File: config.mk
export PLATFORM = sky130hd
export DESIGN_NAME = riscv_core_vector_sequencer
export DESIGN_NICKNAME = d
export VERILOG_FILES = /design/src/rtl/riscv_core_vector_pkg.sv /design/src/rtl/riscv_core_vector_wb_pipe.sv /design/src/rtl/riscv_core_vector_sequencer.sv
export SDC_FILE = /design/constraint.sdc
export NUM_CORES = 1
export LEC_CHECK = 0
export CORE_UTILIZATION = 44
export DETAILED_ROUTE_END_ITERATION = 8
export PLACE_DENSITY_LB_ADDON = 0.2
export SYNTH_ARGS = -nofsm -noshare
export SYNTH_HDL_FRONTEND = slang
export SYNTH_HIERARCHICAL = 1
export SYNTH_SLANG_ARGS = --single-unit
File: constraint.sdc
create_clock -name clk -period 1.5 [get_ports clk]
set_input_delay 0.15 -clock clk [delete_from_list [all_inputs] [get_ports clk]]
set_output_delay 0.15 -clock clk [all_outputs]
set_load 0.005 [all_outputs]
File: src/rtl/riscv_core_vector_pkg.sv
// rtl/riscv_core_vector_pkg.sv - shared constants, state encoding and lane-mask helper for the vector sequencer
package riscv_core_vector_pkg;

    localparam int NLANES = 4;
    localparam int VLMAX  = 64;
    localparam int REG_W  = 5;
    localparam int IDX_W  = 6;
    localparam int VL_W   = 7;
    localparam int GRP_W  = IDX_W - 2;

    typedef enum logic [1:0] {
        ST_IDLE  = 2'd0,
        ST_ISSUE = 2'd1,
        ST_DRAIN = 2'd2
    } seq_state_e;

    // Lane i of group grp is live iff its element index 4*grp+i is below vl.
    function automatic logic [NLANES-1:0] lane_mask(input logic [GRP_W-1:0] grp,
                                                     input logic [VL_W-1:0]  vl);
        lane_mask = '0;
        for (int i = 0; i < NLANES; i++) begin
            lane_mask[i] = (({1'b0, grp, 2'b00} + VL_W'(i)) < vl);
        end
    endfunction

endpackage

File: src/rtl/riscv_core_vector_wb_pipe.sv
// rtl/riscv_core_vector_wb_pipe.sv - LAT-deep stall-frozen writeback delay line (valid, index, lane mask)
module riscv_core_vector_wb_pipe
    import riscv_core_vector_pkg::*;
#(
    parameter int LAT = 2
) (
    input  logic              clk,
    input  logic              reset,
    input  logic              adv_i,
    input  logic              valid_i,
    input  logic [IDX_W-1:0]  idx_i,
    input  logic [NLANES-1:0] mask_i,
    output logic              valid_o,
    output logic [IDX_W-1:0]  idx_o,
    output logic [NLANES-1:0] mask_o
);

    logic [LAT-1:0]    valid_q;
    logic [IDX_W-1:0]  idx_q  [LAT];
    logic [NLANES-1:0] mask_q [LAT];

    always_ff @(posedge clk) begin
        if (reset) begin
            valid_q <= '0;
            for (int s = 0; s < LAT; s++) begin
                idx_q[s]  <= '0;
                mask_q[s] <= '0;
            end
        end else if (adv_i) begin
            valid_q[0] <= valid_i;
            idx_q[0]   <= idx_i;
            mask_q[0]  <= mask_i;
            for (int s = 1; s < LAT; s++) begin
                valid_q[s] <= valid_q[s-1];
                idx_q[s]   <= idx_q[s-1];
                mask_q[s]  <= mask_q[s-1];
            end
        end
    end

    assign valid_o = valid_q[LAT-1];
    assign idx_o   = idx_q[LAT-1];
    assign mask_o  = mask_q[LAT-1];

endmodule

File: src/rtl/riscv_core_vector_sequencer.sv
// rtl/riscv_core_vector_sequencer.sv - splits a vector op into aligned 4-element read groups and masked writebacks
module riscv_core_vector_sequencer #(
    parameter int LAT   = 2,
    parameter int VLMAX = 64
) (
    input  logic       clk,
    input  logic       reset,
    input  logic       req_val,
    output logic       req_rdy,
    input  logic [4:0] req_vd,
    input  logic [4:0] req_vs1,
    input  logic [4:0] req_vs2,
    input  logic [6:0] req_vl,
    input  logic       stall,
    output logic       rd_val,
    output logic [4:0] raddr0,
    output logic [4:0] raddr1,
    output logic [5:0] ridx0,
    output logic [5:0] ridx1,
    output logic       wen_p_0,
    output logic       wen_p_1,
    output logic       wen_p_2,
    output logic       wen_p_3,
    output logic [4:0] waddr_p,
    output logic [5:0] widx_p,
    output logic       busy,
    output logic       done
);
    import riscv_core_vector_pkg::NLANES, riscv_core_vector_pkg::IDX_W,
           riscv_core_vector_pkg::VL_W, riscv_core_vector_pkg::GRP_W,
           riscv_core_vector_pkg::seq_state_e, riscv_core_vector_pkg::ST_IDLE,
           riscv_core_vector_pkg::ST_ISSUE, riscv_core_vector_pkg::ST_DRAIN,
           riscv_core_vector_pkg::lane_mask;

    localparam logic [VL_W-1:0] VL_CAP = VL_W'(VLMAX);

    seq_state_e        state_q, state_d;
    logic [4:0]        vd_q, vs1_q, vs2_q;
    logic [VL_W-1:0]   vl_q;
    logic [GRP_W-1:0]  grp_q, last_grp_q;
    logic              zero_done_q;

    logic [VL_W-1:0]   eff_vl;
    logic [GRP_W-1:0]  last_grp;
    logic              accept, issue_fire, last_issue;
    logic              wb_valid, wb_fire, last_wb;
    logic [IDX_W-1:0]  wb_idx;
    logic [NLANES-1:0] wb_mask;

    assign eff_vl     = (req_vl > VL_CAP) ? VL_CAP : req_vl;
    assign last_grp   = GRP_W'((eff_vl - VL_W'(1)) >> 2);
    assign accept     = req_val && req_rdy;
    assign issue_fire = (state_q == ST_ISSUE) && !stall;
    assign last_issue = issue_fire && (grp_q == last_grp_q);
    assign wb_fire    = wb_valid && !stall;
    // Only one op is in flight, so the last group is recognised by its index.
    assign last_wb    = wb_fire && (state_q == ST_DRAIN) && (wb_idx == {last_grp_q, 2'b00});

    always_ff @(posedge clk) begin
        if (reset) begin
            state_q <= ST_IDLE;
        end else begin
            state_q <= state_d;
        end
    end

    always_comb begin
        state_d = state_q;
        unique case (state_q)
            ST_IDLE:  if (accept && (eff_vl != '0)) state_d = ST_ISSUE;
            ST_ISSUE: if (last_issue) state_d = ST_DRAIN;
            ST_DRAIN: if (last_wb) state_d = ST_IDLE;
            default:  state_d = ST_IDLE;
        endcase
    end

    always_comb begin
        req_rdy = (state_q == ST_IDLE) && !reset;
        busy    = (state_q != ST_IDLE);
        rd_val  = issue_fire;
        {wen_p_3, wen_p_2, wen_p_1, wen_p_0} = wb_fire ? wb_mask : '0;
        done    = zero_done_q || last_wb;
    end

    always_ff @(posedge clk) begin
        if (reset) begin
            vd_q        <= '0;
            vs1_q       <= '0;
            vs2_q       <= '0;
            vl_q        <= '0;
            grp_q       <= '0;
            last_grp_q  <= '0;
            zero_done_q <= 1'b0;
        end else begin
            zero_done_q <= accept && (eff_vl == '0);
            if (accept) begin
                vd_q       <= req_vd;
                vs1_q      <= req_vs1;
                vs2_q      <= req_vs2;
                vl_q       <= eff_vl;
                grp_q      <= '0;
                last_grp_q <= last_grp;
            end else if (issue_fire && !last_issue) begin
                grp_q <= grp_q + GRP_W'(1);
            end
        end
    end

    riscv_core_vector_wb_pipe #(.LAT(LAT)) u_wb_pipe (
        .clk     (clk),
        .reset   (reset),
        .adv_i   (!stall),
        .valid_i (issue_fire),
        .idx_i   ({grp_q, 2'b00}),
        .mask_i  (lane_mask(grp_q, vl_q)),
        .valid_o (wb_valid),
        .idx_o   (wb_idx),
        .mask_o  (wb_mask)
    );

    assign raddr0  = vs1_q;
    assign raddr1  = vs2_q;
    assign ridx0   = {grp_q, 2'b00};
    assign ridx1   = {grp_q, 2'b00};
    assign waddr_p = vd_q;
    assign widx_p  = wb_idx;

endmodule

==> flow_summary_export.csv <==
group,metric,value,unit
logic_synthesis,synth_compound_area_share,9.25,%
setup_path,criticalPathCategory,"reg2out",
setup_path,crit_path_start_kind,"flop",
placed_design,postPlaceCellArea,3480,um2
layout,antennaDiodeCount,0,
logic_synthesis,synth-seq-cells,55,
layout,layout_common_cells,"clkdlybuf4s50_1 (45), buf_4 (42), dfxtp_1 (25), nand2_1 (23), edfxtp_1 (20)",
floorplanning,pin_count,67,
logic_synthesis,muxShareOfSynthArea,0.767,%
logic_synthesis,ys_warn_count,6,
timing,setup_ws,-0.212,ns
cts,cts.clk_slew.worst_paths,0.09,ns
placed_design,pre_cts_slack,-0.299,ns
power,powerDensity,889,nW/um2
logic_synthesis,synth_top_family_by_area,"simple AND/OR/NAND/NOR gates",
cts,clock_latency,0.30,ns
setup_path,reg2reg_from,"state_q[0]",
power,power_leakage,1.64,nW
logic_synthesis,async_reset_ff_share,0,%
timing,hold_viol,0,
setup_path,startpoint,"u_wb_pipe/idx_q[0][10]",
setup_path,reg2reg_depth,5,
logic_synthesis,synthAdderAreaFrac,2.88,%
detailed_routing,ant_nets,0,
timing,max_freq,0.584,GHz
power,comb_power_share,19.9,%
worst_hold_path,hp-class,"in2reg",
worst_hold_path,hp-start,"req_vd[3]",
floorplanning,dieArea,6240,um2
global_routing,overflow,0,
cts,cts_buffers,5,
cts,cts_tree,"built",
job,drv_cap,0,
layout,post_route_cells_drive_above_1_share,29.0,%
cts,clock_sinks,55,
timing,fin_skew,0.00466,ns
timing,setup_viol,2,
setup_path,ff2ff_setup_slack,-0.15,ns
global_routing,grt.total_usage,18.2,%
setup_path,r2r_end,"grp_q[3]",
detailed_routing,dr.pass1.iters,4,
status,status,"finished, violations left",
cts,cts.path.max_buffers,2,
setup_path,end_kind,"primary output",
logic_synthesis,yosys.area_share.xor_xnor,3.69,%
detailed_routing,drt_iter0_markers,79,
timing,fin_crit,1.71,ns
layout,nets,390,
detailed_routing,wl,5.39,mm
floorplanning,initial_core_util,46.5,%
global_routing,grt_pass1_wl,8.67,mm
floorplanning,die_x,79.0,um
floorplanning,core-area,5610,um2
placed_design,portBuffers,62,
global_routing,antenna_found_initial,0,
power,p_int,2.59,mW
logic_synthesis,syn_avg_cell_area,9.89,um2
logic_synthesis,synth_edf_count,20,
layout,fin_area,3810,um2
logic_synthesis,synthCells,264,
setup_path,critPathArrivalTime,1.56,ns
timing,post-route-period-util,114,%
setup_path,crit_fanout,2,
worst_hold_path,whs_path_depth,3,
placed_design,dp_hpwl,3.98,mm
global_routing,grt_pass1_vias,1902,
power,p_clk_share,29.7,%
detailed_routing,vias,2040,
worst_hold_path,min_to,"waddr_p[3]",
status,violations,"setup timing",
setup_path,cp.required,1.35,ns
power,vdd_drop_max,0.000441,V
layout,area_growth,45.9,%
timing,rsz0062_at_grt,"true",
power,switching_power,0.794,mW
detailed_routing,viasPerCell,4.73,
power,seq_power_share,50.5,%
timing,final_max_slew_viol_count,0,
floorplanning,rows,27,
global_routing,grt_max_degree,31,
power,swShare,23.5,%
detailed_routing,drc_errors,0,
layout,final_common_cell,"clkdlybuf4s50_1",
logic_synthesis,ys_seq_area_share,49.9,%
logic_synthesis,synth_area,2610,um2
detailed_routing,avgRoutedWirePerCell,12.5,um
placed_design,gp_congestion,0.761,
logic_synthesis,ys_types,47,
logic_synthesis,yosys.area_share.simple,24.9,%
cts,cts_max_level,2,
floorplanning,chipHeight,79.0,um
logic_synthesis,synth_flop_cell,"dfxtp_1",
cts,cts_root_buffer,"clkbuf_8",
==> power by group through the flow <==
| stage | Clock, mW | Sequential (mW) | Combinational, mW |
|---|---|---|---|
| floorplan | 0 | 1.75 | 0.294 |
| global placement | 0 | 1.74 | 0.621 |
| detailed placement | 0 | 1.74 | 0.629 |
| CTS | 1.03 | 1.71 | 0.648 |
| global route | 1.11 | 1.72 | 0.738 |
| finish | 1.00 | 1.71 | 0.673 |
==> synth_stat cells, drive strengths merged, types with 2 or more instances <==
library cell / instances / share of area, %
o21ai: 20 / 3.8
nor3: 5 / 0.96
clkbuf: 7 / 1.0
mux2i: 2 / 0.77
o31ai: 3 / 0.86
nor4b: 2 / 0.91
edfxtp: 20 / 23
xor2: 6 / 2.0
xnor2: 5 / 1.7
and2: 24 / 6.2
ha: 6 / 2.9
a21oi: 6 / 1.2
nor2b: 2 / 0.77
nand3: 3 / 0.58
a21boi: 2 / 0.58
buf: 21 / 6.2
nand2: 24 / 3.5
nand2b: 18 / 4.3
or3b: 2 / 0.67
inv: 9 / 1.3
nor2: 12 / 1.7
nor3b: 2 / 0.58
or2: 3 / 0.72
dfxtp: 35 / 27
nand3b: 7 / 2.0
nor4: 4 / 0.96
==> metal layers <==
layer,vias to the layer above,GRT usage (%),routed length (um)
met1,939,23.5,2430
met4,0,6.00,62
li1,1057,-,-
met2,39,29.8,2720
met3,5,4.14,180
met5,-,0,0
==> worst max-delay path by stage <==
stage | endpoint | slack [ns] | depth (start not counted)
after floorplan | u_wb_pipe/mask_q[0][0] | -0.004 | 6
after global placement | grp_q[3] | -0.26 | 5
after detailed placement | grp_q[3] | -0.30 | 5
after CTS | done | -0.26 | 5
after global routing | done | -0.32 | 5
final | done | -0.21 | 5
==> cell families after synthesis <==
| kind of cell | Yosys count |
|---|---|
| AND/OR/NAND/NOR | 112 |
| adder cells (fa/ha/maj) | 6 |
| multiplexers | 2 |
| flip-flops | 55 |
| other | 1 |
| buffers and inverters | 37 |
| AO/OA/AOI/OAI | 40 |
| XOR/XNOR | 11 |
==> layout make-up <==
type	count	area, um2
well taps	72	90.1
clock buffers	6	82.6
fillers	450	1800
clock inverters	2	35.0
repair buffers	110	1030
flip-flops and latches	55	1320
inverters	9	33.8
multi-input cells	177	1220
==> state kept, by name, indices dropped and copies added, names as in the netlist <==
register	count
grp_q	4
u_wb_pipe/mask_q	8
state_q	2
last_grp_q	4
u_wb_pipe/valid_q	2
vl_q	7
waddr_p	5
zero_done_q	1
raddr1	5
raddr0	5
u_wb_pipe/idx_q	12
==> what timing repair did <==
action | in CTS | in global routing
pin swaps | 7 | 12
setup endpoints to repair | 14 | 23
hold buffers | 0 | 0
gates cloned | 0 | 0
setup buffers | 5 | 4
gates resized for setup | 35 | 30
==> stage by stage <==
| step | hold slack [ns] | TNS [ns] | utilization [%] | std cells | total power, mW |
|---|---|---|---|---|---|
| 2_1_floorplan | 0.222 | -0.00351 | - | 269 | 2.04 |
| 3_3_place_gp | 0.459 | -4.87 | 62.1 | 414 | 2.36 |
| 3_5_place_dp | 0.465 | -5.32 | 62.1 | 414 | 2.37 |
| 4_1_cts | 0.373 | -0.360 | 65.7 | 427 | 3.39 |
| 5_1_grt | 0.385 | -0.692 | 67.9 | 431 | 3.57 |
| 6_report | 0.389 | -0.360 | 67.9 | 431 | 3.39 |
==> worst max-delay path: stages (launching register included) <==
cell and delay, ns:
edfxtp_1 0.41, xor2_1 0.16, nor4_1 0.26, and3_1 0.23, or2_4 0.13, buf_6 0.08
(Power assumes the default switching activity.)
